### src/rtl/axis_sample_unpacker.sv
// axis_sample_unpacker
//   Receives 128-bit AXI4-Stream beats made of 8 lanes x 16 bits, each lane
//   carrying an LSB-aligned 12-bit sample. The beats are stored in a small
//   FIFO and sent out as 96-bit beats of 8 packed 12-bit samples, with
//   sample 0 in bits [11:0]. A lane whose upper nibble is not a valid
//   extension of its 12-bit sample is flagged. The flag per lane is sticky,
//   and a saturating counter totals the flagged lanes.
//
// Optional build macro: UNPACK_SATURATE_EN
//   When defined, an out-of-range lane is clamped to the nearest
//   representable 12-bit value before it is stored. When it is not defined,
//   the lane is truncated to bits [11:0].
//
// Ports
//   clk_i, rst_i        clock; asynchronous active-high reset
//   flush_i             synchronous clear of the FIFO, the flags and the counter
//   s_axis_*            128-bit slave stream (input lanes)
//   m_axis_*            96-bit master stream (packed samples)
//   ovr_lanes_o         sticky out-of-range flag for each lane
//   ovr_count_o         count of out-of-range lanes, saturates at 0xFFFF
//   level_o             FIFO occupancy in beats
module axis_sample_unpacker #(
    parameter int DEPTH  = 4,
    parameter int SIGNED = 1,
    parameter int NLANE  = 8
) (
    input  logic                     clk_i,
    input  logic                     rst_i,
    input  logic                     flush_i,
    input  logic [NLANE*16-1:0]      s_axis_tdata,
    input  logic                     s_axis_tvalid,
    output logic                     s_axis_tready,
    output logic [NLANE*12-1:0]      m_axis_tdata,
    output logic                     m_axis_tvalid,
    input  logic                     m_axis_tready,
    output logic [NLANE-1:0]         ovr_lanes_o,
    output logic [15:0]              ovr_count_o,
    output logic [$clog2(DEPTH):0]   level_o
);

    localparam int AW = $clog2(DEPTH);
    localparam int LW = AW + 1;
    localparam int CW = $clog2(NLANE + 1);
    localparam logic [LW-1:0] FULL_LVL = LW'(DEPTH);

    logic [NLANE*12-1:0] mem_q [DEPTH];
    logic [AW-1:0]       wr_ptr_q, wr_ptr_d;
    logic [AW-1:0]       rd_ptr_q, rd_ptr_d;
    logic [LW-1:0]       level_q, level_d;
    logic [NLANE-1:0]    ovr_q, ovr_d;
    logic [15:0]         cnt_q, cnt_d;
    logic                rdy_en_q;

    logic [NLANE-1:0]    bad_lane;
    logic [NLANE*12-1:0] conv_beat;
    logic [CW-1:0]       n_bad;
    logic [16:0]         cnt_sum;
    logic                full, push, pop;

    for (genvar j = 0; j < NLANE; j++) begin : g_lane
        logic [15:0] lane;
        assign lane = s_axis_tdata[16*j +: 16];

        if (SIGNED != 0) begin : g_signed
            assign bad_lane[j] = (lane[15:12] != {4{lane[11]}});
`ifdef UNPACK_SATURATE_EN
            // The sign of the clamp comes from lane bit 15, the true sign of the wide value.
            assign conv_beat[12*j +: 12] = !bad_lane[j] ? lane[11:0] :
                                           (lane[15] ? 12'h800 : 12'h7FF);
`else
            assign conv_beat[12*j +: 12] = lane[11:0];
`endif
        end else begin : g_unsigned
            assign bad_lane[j] = |lane[15:12];
`ifdef UNPACK_SATURATE_EN
            assign conv_beat[12*j +: 12] = bad_lane[j] ? 12'hFFF : lane[11:0];
`else
            assign conv_beat[12*j +: 12] = lane[11:0];
`endif
        end
    end

    always_comb begin
        n_bad = '0;
        for (int j = 0; j < NLANE; j++) begin
            n_bad = n_bad + CW'(bad_lane[j]);
        end
    end

    assign full          = (level_q == FULL_LVL);
    // rdy_en_q keeps tready low until the first edge after reset is released.
    assign s_axis_tready = rdy_en_q && !full && !flush_i;
    assign push          = s_axis_tvalid && s_axis_tready;
    assign m_axis_tvalid = (level_q != '0);
    assign pop           = m_axis_tvalid && m_axis_tready && !flush_i;
    assign m_axis_tdata  = m_axis_tvalid ? mem_q[rd_ptr_q] : '0;
    assign cnt_sum       = {1'b0, cnt_q} + 17'(n_bad);

    always_comb begin
        wr_ptr_d = wr_ptr_q;
        rd_ptr_d = rd_ptr_q;
        level_d  = level_q;
        ovr_d    = ovr_q;
        cnt_d    = cnt_q;
        if (flush_i) begin
            wr_ptr_d = '0;
            rd_ptr_d = '0;
            level_d  = '0;
            ovr_d    = '0;
            cnt_d    = '0;
        end else begin
            if (push) begin
                wr_ptr_d = wr_ptr_q + AW'(1);
                ovr_d    = ovr_q | bad_lane;
                cnt_d    = cnt_sum[16] ? 16'hFFFF : cnt_sum[15:0];
            end
            if (pop) begin
                rd_ptr_d = rd_ptr_q + AW'(1);
            end
            case ({push, pop})
                2'b10:   level_d = level_q + LW'(1);
                2'b01:   level_d = level_q - LW'(1);
                default: level_d = level_q;
            endcase
        end
    end

    always_ff @(posedge clk_i or posedge rst_i) begin
        if (rst_i) begin
            wr_ptr_q <= '0;
            rd_ptr_q <= '0;
            level_q  <= '0;
            ovr_q    <= '0;
            cnt_q    <= '0;
            rdy_en_q <= 1'b0;
        end else begin
            wr_ptr_q <= wr_ptr_d;
            rd_ptr_q <= rd_ptr_d;
            level_q  <= level_d;
            ovr_q    <= ovr_d;
            cnt_q    <= cnt_d;
            rdy_en_q <= 1'b1;
        end
    end

    // Storage has no reset. The output is gated by level, so stale entries are never visible.
    always_ff @(posedge clk_i) begin
        if (push) begin
            mem_q[wr_ptr_q] <= conv_beat;
        end
    end

    assign ovr_lanes_o = ovr_q;
    assign ovr_count_o = cnt_q;
    assign level_o     = level_q;

endmodule

### config.mk
export PLATFORM = sky130hd
export DESIGN_NAME = axis_sample_unpacker
export DESIGN_NICKNAME = d
export VERILOG_FILES = /design/src/rtl/axis_sample_unpacker.sv
export SDC_FILE = /design/constraint.sdc
export NUM_CORES = 1
export LEC_CHECK = 0
export CORE_ASPECT_RATIO = 1.75
export CORE_MARGIN = 1
export CORE_UTILIZATION = 54
export DETAILED_ROUTE_END_ITERATION = 7
export PLACE_DENSITY_LB_ADDON = 0.05
export SYNTH_ARGS = -nofsm -noshare
export SYNTH_HDL_FRONTEND = slang
export SYNTH_SLANG_ARGS = --single-unit
### constraint.sdc
create_clock -name clk_i -period 4.7 [get_ports clk_i]
set_input_delay 1.175 -clock clk_i [delete_from_list [all_inputs] [get_ports clk_i]]
set_output_delay 1.175 -clock clk_i [all_outputs]
set_load 0.05 [all_outputs]
Word level (Yosys, flattened, before mapping)

Memory sizes are Yosys's and may differ from the RTL's.
Index checks and enable logic that the tools add are counted.
W data, S select, Z words.

Register bits: 32
Bits in latches: 0
RAM bits: 384
Memory bits (read-only): 0
Bits of input ports: 133
Memories: 1

Add/sub/neg operators: 12
Multipliers: 0
Div/mod/pow operators: 0
Magnitude comparators: 0
Equal/unequal tests: 11
Shift-type cells: 0
Multiplexer cells: 14
Bitwise logic cells: 1
Reduce and logical (&&, ||, !) cells: 11

Memories:

| name  | depth | width | rd ports | clocked after memory_dff | write ports | line | source |
|---|---|---|---|---|---|---|---|
| mem_q | 4     | 96    | 1        | 0                        | 1           | 46   | `logic [NLANE*12-1:0] mem_q [DEPTH];` |

Operators by type and width:

| operator              | number |
|---|---|
| $mux W96              | 1 |
| $mux W16              | 3 |
| $ne A4 B4 Y1          | 8 |
| $add A16 B4 Y17       | 1 |
| $add A4 B1 Y4         | 4 |
| $mux W8               | 2 |
| $mux W2               | 4 |
| $or A8 B8 Y8          | 1 |
| $pmux W3 S2           | 1 |
| $reduce_bool A3 Y1    | 2 |
| $logic_and A1 B1 Y1   | 5 |
| $add A2 B1 Y2 const B | 2 |
| $add A3 B1 Y4         | 1 |
| $reduce_bool A2 Y1    | 2 |
| $add A2 B1 Y3         | 1 |
| $add A3 B1 Y3 const B | 1 |
| $eq A3 B3 Y1 const B  | 1 |
| $mux W3               | 1 |
| $sub A3 B1 Y3 const B | 1 |
| $add A1 B1 Y2         | 1 |
| $eq A2 B1 Y1 const B  | 1 |
| $eq A2 B2 Y1 const B  | 1 |
| $logic_not A1 Y1      | 2 |
| $mux W1               | 2 |

Depth between registers and ports, before layout

Word-level depth: 12
Mapped depth: 15
Gate-level depth less buffers: 14

Least setup slack after synthesis

Ideal clock, no wire load.

Path type: input-to-reg
Start point: input s_axis_tdata[12]
End point: register cnt_q[10], in the netlist ovr_count_o[10]
Library setup time: 0.086 ns
Data arrival time: 5.524 ns
Data required time: 4.614 ns
Setup slack: -0.910 ns
Cell stages on the path: 15
Path buffers: 1
Cell sequence: or4_1 -> nor2_1 -> a31oi_1 -> fa_1 -> inv_1 -> fa_1 -> fa_1 -> inv_1 -> fa_1 -> fa_1 -> a211oi_1 -> nor3b_1 -> buf_2 -> and4_2 -> nor3_1

Longest elaborated chain between the ends: 12

Ends and longest elaborated chain:

| what                        | line | source |
|---|---|---|
| start: declaration          | 30   | `input logic [NLANE*16-1:0] s_axis_tdata,` |
| $ne A4 B4 Y1                | 65   | `assign bad_lane[j] = (lane[15:12] != {4{lane[11]}});` |
| $add A1 B1 Y2               | 86   | `n_bad = n_bad + CW'(bad_lane[j]);` |
| $add A2 B1 Y3               | 86   |  |
| $add A3 B1 Y4               | 86   |  |
| $add A4 B1 Y4 (4 in series) | 86   |  |
| $add A16 B4 Y17             | 97   | `assign cnt_sum = {1'b0, cnt_q} + 17'(n_bad);` |
| $mux W16                    | 115  | `cnt_d = cnt_sum[16] ? 16'hFFFF : cnt_sum[15:0];` |
| $mux W16                    | 112  | `if (push) begin` |
| $mux W16                    | 105  | `if (flush_i) begin` |
| end signal: assignment      | 141  | `cnt_q <= cnt_d;` |
| end: declaration            | 51   | `logic [15:0] cnt_q, cnt_d;` |

Every way passes these cells. The select of a mux whose other input is x is not followed.
A chain may end at the register's enable or synchronous reset.

Worst setup path in the final report

Start point: input s_axis_tdata[44]
End point: register cnt_q[9], in the netlist ovr_count_o[9]

Longest elaborated chain between the ends: 11

Ends and longest elaborated chain:

| what                        | line |
|---|---|
| $ne A4 B4 Y1                | 65 |
| $add A2 B1 Y3               | 86 |
| $add A3 B1 Y4               | 86 |
| $add A4 B1 Y4 (4 in series) | 86 |
| $add A16 B4 Y17             | 97 |
| $mux W16                    | 115 |
| $mux W16                    | 112 |
| $mux W16                    | 105 |

Every way passes these cells. The select of a mux whose other input is x is not followed.

==> results.txt <==
The clock arrives with 0.01418 ns of skew. After filler insertion, the fill cell instance count of the layout stands at 1976. sky130_fd_sc_hd__edfxtp_1 takes more of the synthesized area than any other cell. The startpoint type of the worst setup path is an input port. The transition time at the pin with the least slew margin was 0.7795 ns. Dividing the detail-routed wire length by the instance count gives 21.67 um. When the netlist entered floorplanning its net count stood at 986.

The cell chosen for the clock root is sky130_fd_sc_hd__clkbuf_16. Along the worst path, the maximum fanout reaches 9. The number of CTS-inserted buffers is 38, and the maximum number of pins on one net before global-route repair is 48. OpenSTA, run right after detailed placement, puts the worst setup slack at -0.9946 ns. The tools report the area of the core as 30160 um2. In this run the number of H-tree levels came out at 2. For this design the total switching power over the nets is 3.913 mW. Final-report hold violation count: 0.

Row generation in the floorplan step produced 84 rows. The peak clock frequency supported by timing was 0.2117 GHz. For this run, the leading register cell type out of synthesis is sky130_fd_sc_hd__edfxtp_1. Across the run, the number of max-cap violations was 0.

The number of placed instances, taps included, is 1483. TritonCTS built the clock tree. The flow ran to the end, but the final reports show violations. Measured on the finished design, the core utilization comes to 70.51%. The data arrival time of the critical path came out at 5.10 ns. Sorting the synthesized cells by area gives the leading types as sky130_fd_sc_hd__edfxtp_1 (70%), sky130_fd_sc_hd__mux4_2 (13%), sky130_fd_sc_hd__dfrtp_1 (4.8%). Compared with the post-synthesis result, the final layout area differs by 28.28%.

No sink is reached through more buffers than the 3 on the longest clock path. In this run the worst hold path is classified as reg2reg. Detailed placement ended at an HPWL of 21540 um. After synthesis the cells add up to 16580 um2.

Sequential fraction of design power: 37.4%. Leaving out filler cells and counting taps, the final layout contains 1558. Measured against its own limit, the worst slew margin works out to 47.49%.

The shortest period the worst path allows is 4.723 ns. The tools report the antenna violation net count after detailed routing as 0. Summed over all failing endpoints, the final setup total negative slack is -0.07332 ns.

The count of port buffers added during placement is 257, and the count of routing violations after the opening detailed-route iteration is 425. The worst supply voltage drop on vdd was 0.4415 mV; the proportion of layout cells with a drive suffix above 1 was 21.45%. Clock-pin slew was measured on the worst setup and hold paths at 0.06 ns. Setup violations remaining at the end of the flow were counted as 4. Per report_power, the clock group accounts for 25.7% of the total. The critical path is of the in2reg type. The die area came out at 31440 um2.

The analysis attributes to cell leakage a power of 7.015 nW. STA classifies the critical path endpoint as a register. The minimum setup slack in the final design is -0.02339 ns. The first global-routing pass estimated 51910 um of wire.

In this run, distinct cell masters in the synthesized netlist total 55. After synthesis the netlist holds a flip-flop and latch count of 416. For this design, the sink count on the clock tree is 416. For the length of the first detailed-routing pass in iterations, the log shows 6.

Cell with the most instances after synthesis: sky130_fd_sc_hd__edfxtp_1. For this design the ratio of total power to cell area is 535.4 nW/um2. Total count of max-transition violations in the final report: 0. In the synthesized netlist, the cells that appear most often are sky130_fd_sc_hd__edfxtp_1 (384), sky130_fd_sc_hd__and2_1 (101), sky130_fd_sc_hd__mux4_2 (96).

After detailed routing, the number of remaining DRC violations is 0. The run gives 9375 as the number of global-route vias before repair. The initial utilization of the core area, before any placement, comes to 54.97%. The top cell family by delay on the critical path was adder cells. Summed over its instances, the top area cell type makes up 69.55% of the synthesized netlist area.

The delay of the slowest cell on the worst path was 0.54 ns; the average size of a mapped cell was 19.81 um2. The floorplan step set the die width to 134.5 um. The synthesis warning total came out at 0. For this design, the slowest cell found on the critical path is sky130_fd_sc_hd__fa_1.

Across all register-to-register paths, the minimum setup slack is 1.03 ns. The die is 233.8 um tall. Of all flip-flops after synthesis, the portion carrying an async set or reset was 7.692%. The clock insertion delay at the later pin of the skew report is 0.53 ns.

The routed design has 33760 um of wire. Sequential elements use 74.38% of the synthesized area. For this design the top-level I/O count stands at 258. At the end of the flow, the number of nets in the layout was 1290.

The via count normalized by instance count was 5.608. In the final layout, the multi-input gates occupy 4120 um2. Global routing used 22.24% of the available tracks. The global placer's final weighted congestion was 0.8151; the cts-stage hold buffer count was 0. The number of antenna violations at the first check in global routing was 1; the instance count of the mapped netlist was 837. Total buffers and inverters traversed by the critical path: 5. Traced cell by cell, the critical path runs through buf_6, or4_1, nor2_1, a31oi_2, fa_1, inv_1, fa_1, fa_1, inv_1, fa_2, fa_2, a211oi_4, buf_6, buf_6, nor3_4, nor2_4, a221oi_1. Net switching is 34.36% of the power. Combinational cells account for 36.9% of the total power.

The checks that failed: setup timing. The final critical path takes up 100.5% of the cycle. The number of flops mapped to enable cells by yosys works out to 384.

The logs give 5.08 ns for the required time of the critical path and 0 for the overflow left after global routing. Setup repair after global routing could not meet its margin everywhere. For this block, the via count after detailed routing is 8738.

Cell internal power was estimated by the tool at 7.475 mW. Total power draw: 11.39 mW. The sequential cells in the finished layout cover a total of 12340 um2.
worst reg2reg max path: stages, from the launching register on:
cell	delay (ns)
sky130_fd_sc_hd__dfrtp_1	0.41
sky130_fd_sc_hd__fa_1	0.55
sky130_fd_sc_hd__inv_1	0.05
sky130_fd_sc_hd__fa_1	0.45
sky130_fd_sc_hd__fa_1	0.50
sky130_fd_sc_hd__inv_1	0.05
sky130_fd_sc_hd__fa_2	0.35
sky130_fd_sc_hd__fa_2	0.38
sky130_fd_sc_hd__a211oi_4	0.24
sky130_fd_sc_hd__buf_6	0.14
sky130_fd_sc_hd__buf_6	0.10
sky130_fd_sc_hd__nor3_4	0.07
sky130_fd_sc_hd__nor2_4	0.15
sky130_fd_sc_hd__a221oi_1	0.10
cell usage in the layout (no fill, tap or decap), types with 5 or more instances in the layout:
master	n
sky130_fd_sc_hd__a21oi_1	16
sky130_fd_sc_hd__a31oi_1	6
sky130_fd_sc_hd__and2_1	97
sky130_fd_sc_hd__and3_1	9
sky130_fd_sc_hd__buf_12	14
sky130_fd_sc_hd__buf_4	40
sky130_fd_sc_hd__clkbuf_1	5
sky130_fd_sc_hd__clkbuf_16	39
sky130_fd_sc_hd__clkdlybuf4s50_1	239
sky130_fd_sc_hd__clkinv_1	7
sky130_fd_sc_hd__clkinv_2	10
sky130_fd_sc_hd__clkinvlp_4	5
sky130_fd_sc_hd__dfrtp_1	30
sky130_fd_sc_hd__edfxtp_1	384
sky130_fd_sc_hd__ha_1	10
sky130_fd_sc_hd__inv_1	17
sky130_fd_sc_hd__mux4_2	96
sky130_fd_sc_hd__nand2b_1	6
sky130_fd_sc_hd__nand3_1	7
sky130_fd_sc_hd__nor2_1	17
sky130_fd_sc_hd__o21ai_0	6
sky130_fd_sc_hd__o21ai_1	10
sky130_fd_sc_hd__or4_1	8
sky130_fd_sc_hd__xor2_1	6
kinds of logic after synthesis:
family / count (synthesis) / synth area share, %
flops: 416 / 74.38
simple gates: 175 / 6.483
mux: 98 / 13.17
compound gates: 66 / 2.491
buf+inv: 58 / 1.607
fa+ha+maj: 16 / 1.479
xor+xnor: 7 / 0.3698
other cells: 1 / 0.02262
through the flow:
stage / hold WS (ns) / instance area [um2]
after global routing: 0.5391 / 21270
after CTS: 0.4974 / 21230
final: 0.4938 / 21270
after global placement: 0.4767 / 19970
after detailed placement: 0.4821 / 19970
after floorplan: 0.5546 / 16610
power by group through the flow:
| stage | sequential (mW) | combinational, mW | clock (mW) |
|---|---|---|---|
| 6_report | 4.26 | 4.20 | 2.92 |
| 5_1_grt | 4.28 | 4.43 | 3.12 |
| 4_1_cts | 4.27 | 4.26 | 2.99 |
| 3_5_place_dp | 4.35 | 4.21 | 0 |
| 3_3_place_gp | 4.34 | 4.20 | 0 |
| 2_1_floorplan | 4.34 | 2.75 | 0 |
area by class of cell:
class | instances | area share (%)
timing repair buffer | 304 | 14.49
clock buffer | 44 | 4.677
multi-input combinational | 364 | 19.37
inverter | 17 | 0.3000
antenna | 1 | 0.01177
tap | 387 | 2.277
clock inverter | 25 | 0.8589
sequential | 416 | 58.02
sequential cells by signal (all words and copies together) (netlist names):
| register | cells |
|---|---|
| mem_q | 384 |
| ovr_count_o | 16 |
| ovr_lanes_o | 8 |
| level_o | 3 |
| rd_ptr_q | 2 |
| wr_ptr_q | 2 |
| rdy_en_q | 1 |
per-layer routing:
layer / track usage, % / share of wire, % / vias to the layer above
met4: 7.058 / 2.4 / 0
met3: 4.734 / 5.7 / 49
met5: 0 / 0 / -
li1: - / - / 3960
met2: 39.96 / 54 / 237
met1: 26.72 / 37 / 4492
worst paths after layout:
path,depth (start not counted),to,startpoint
max in group asynchronous,3,rd_ptr_q[1],rst_i
max reg2reg,13,ovr_count_o[9],ovr_count_o[0]
max,17,ovr_count_o[9],s_axis_tdata[44]
min,2,ovr_lanes_o[3],ovr_lanes_o[3]
min reg2reg,2,ovr_lanes_o[3],ovr_lanes_o[3]
min in group asynchronous,3,ovr_count_o[15],rst_i
repair_timing:
item | 4_1_cts | 5_1_grt
setup endpoints to repair | 16 | 16
endpoints found under the hold margin | 0 | 0
cloned | 1 | 0
resized for setup | 34 | 8
pin swaps | 20 | 11
setup buffers | 4 | 0
(Power assumes the default switching activity.)
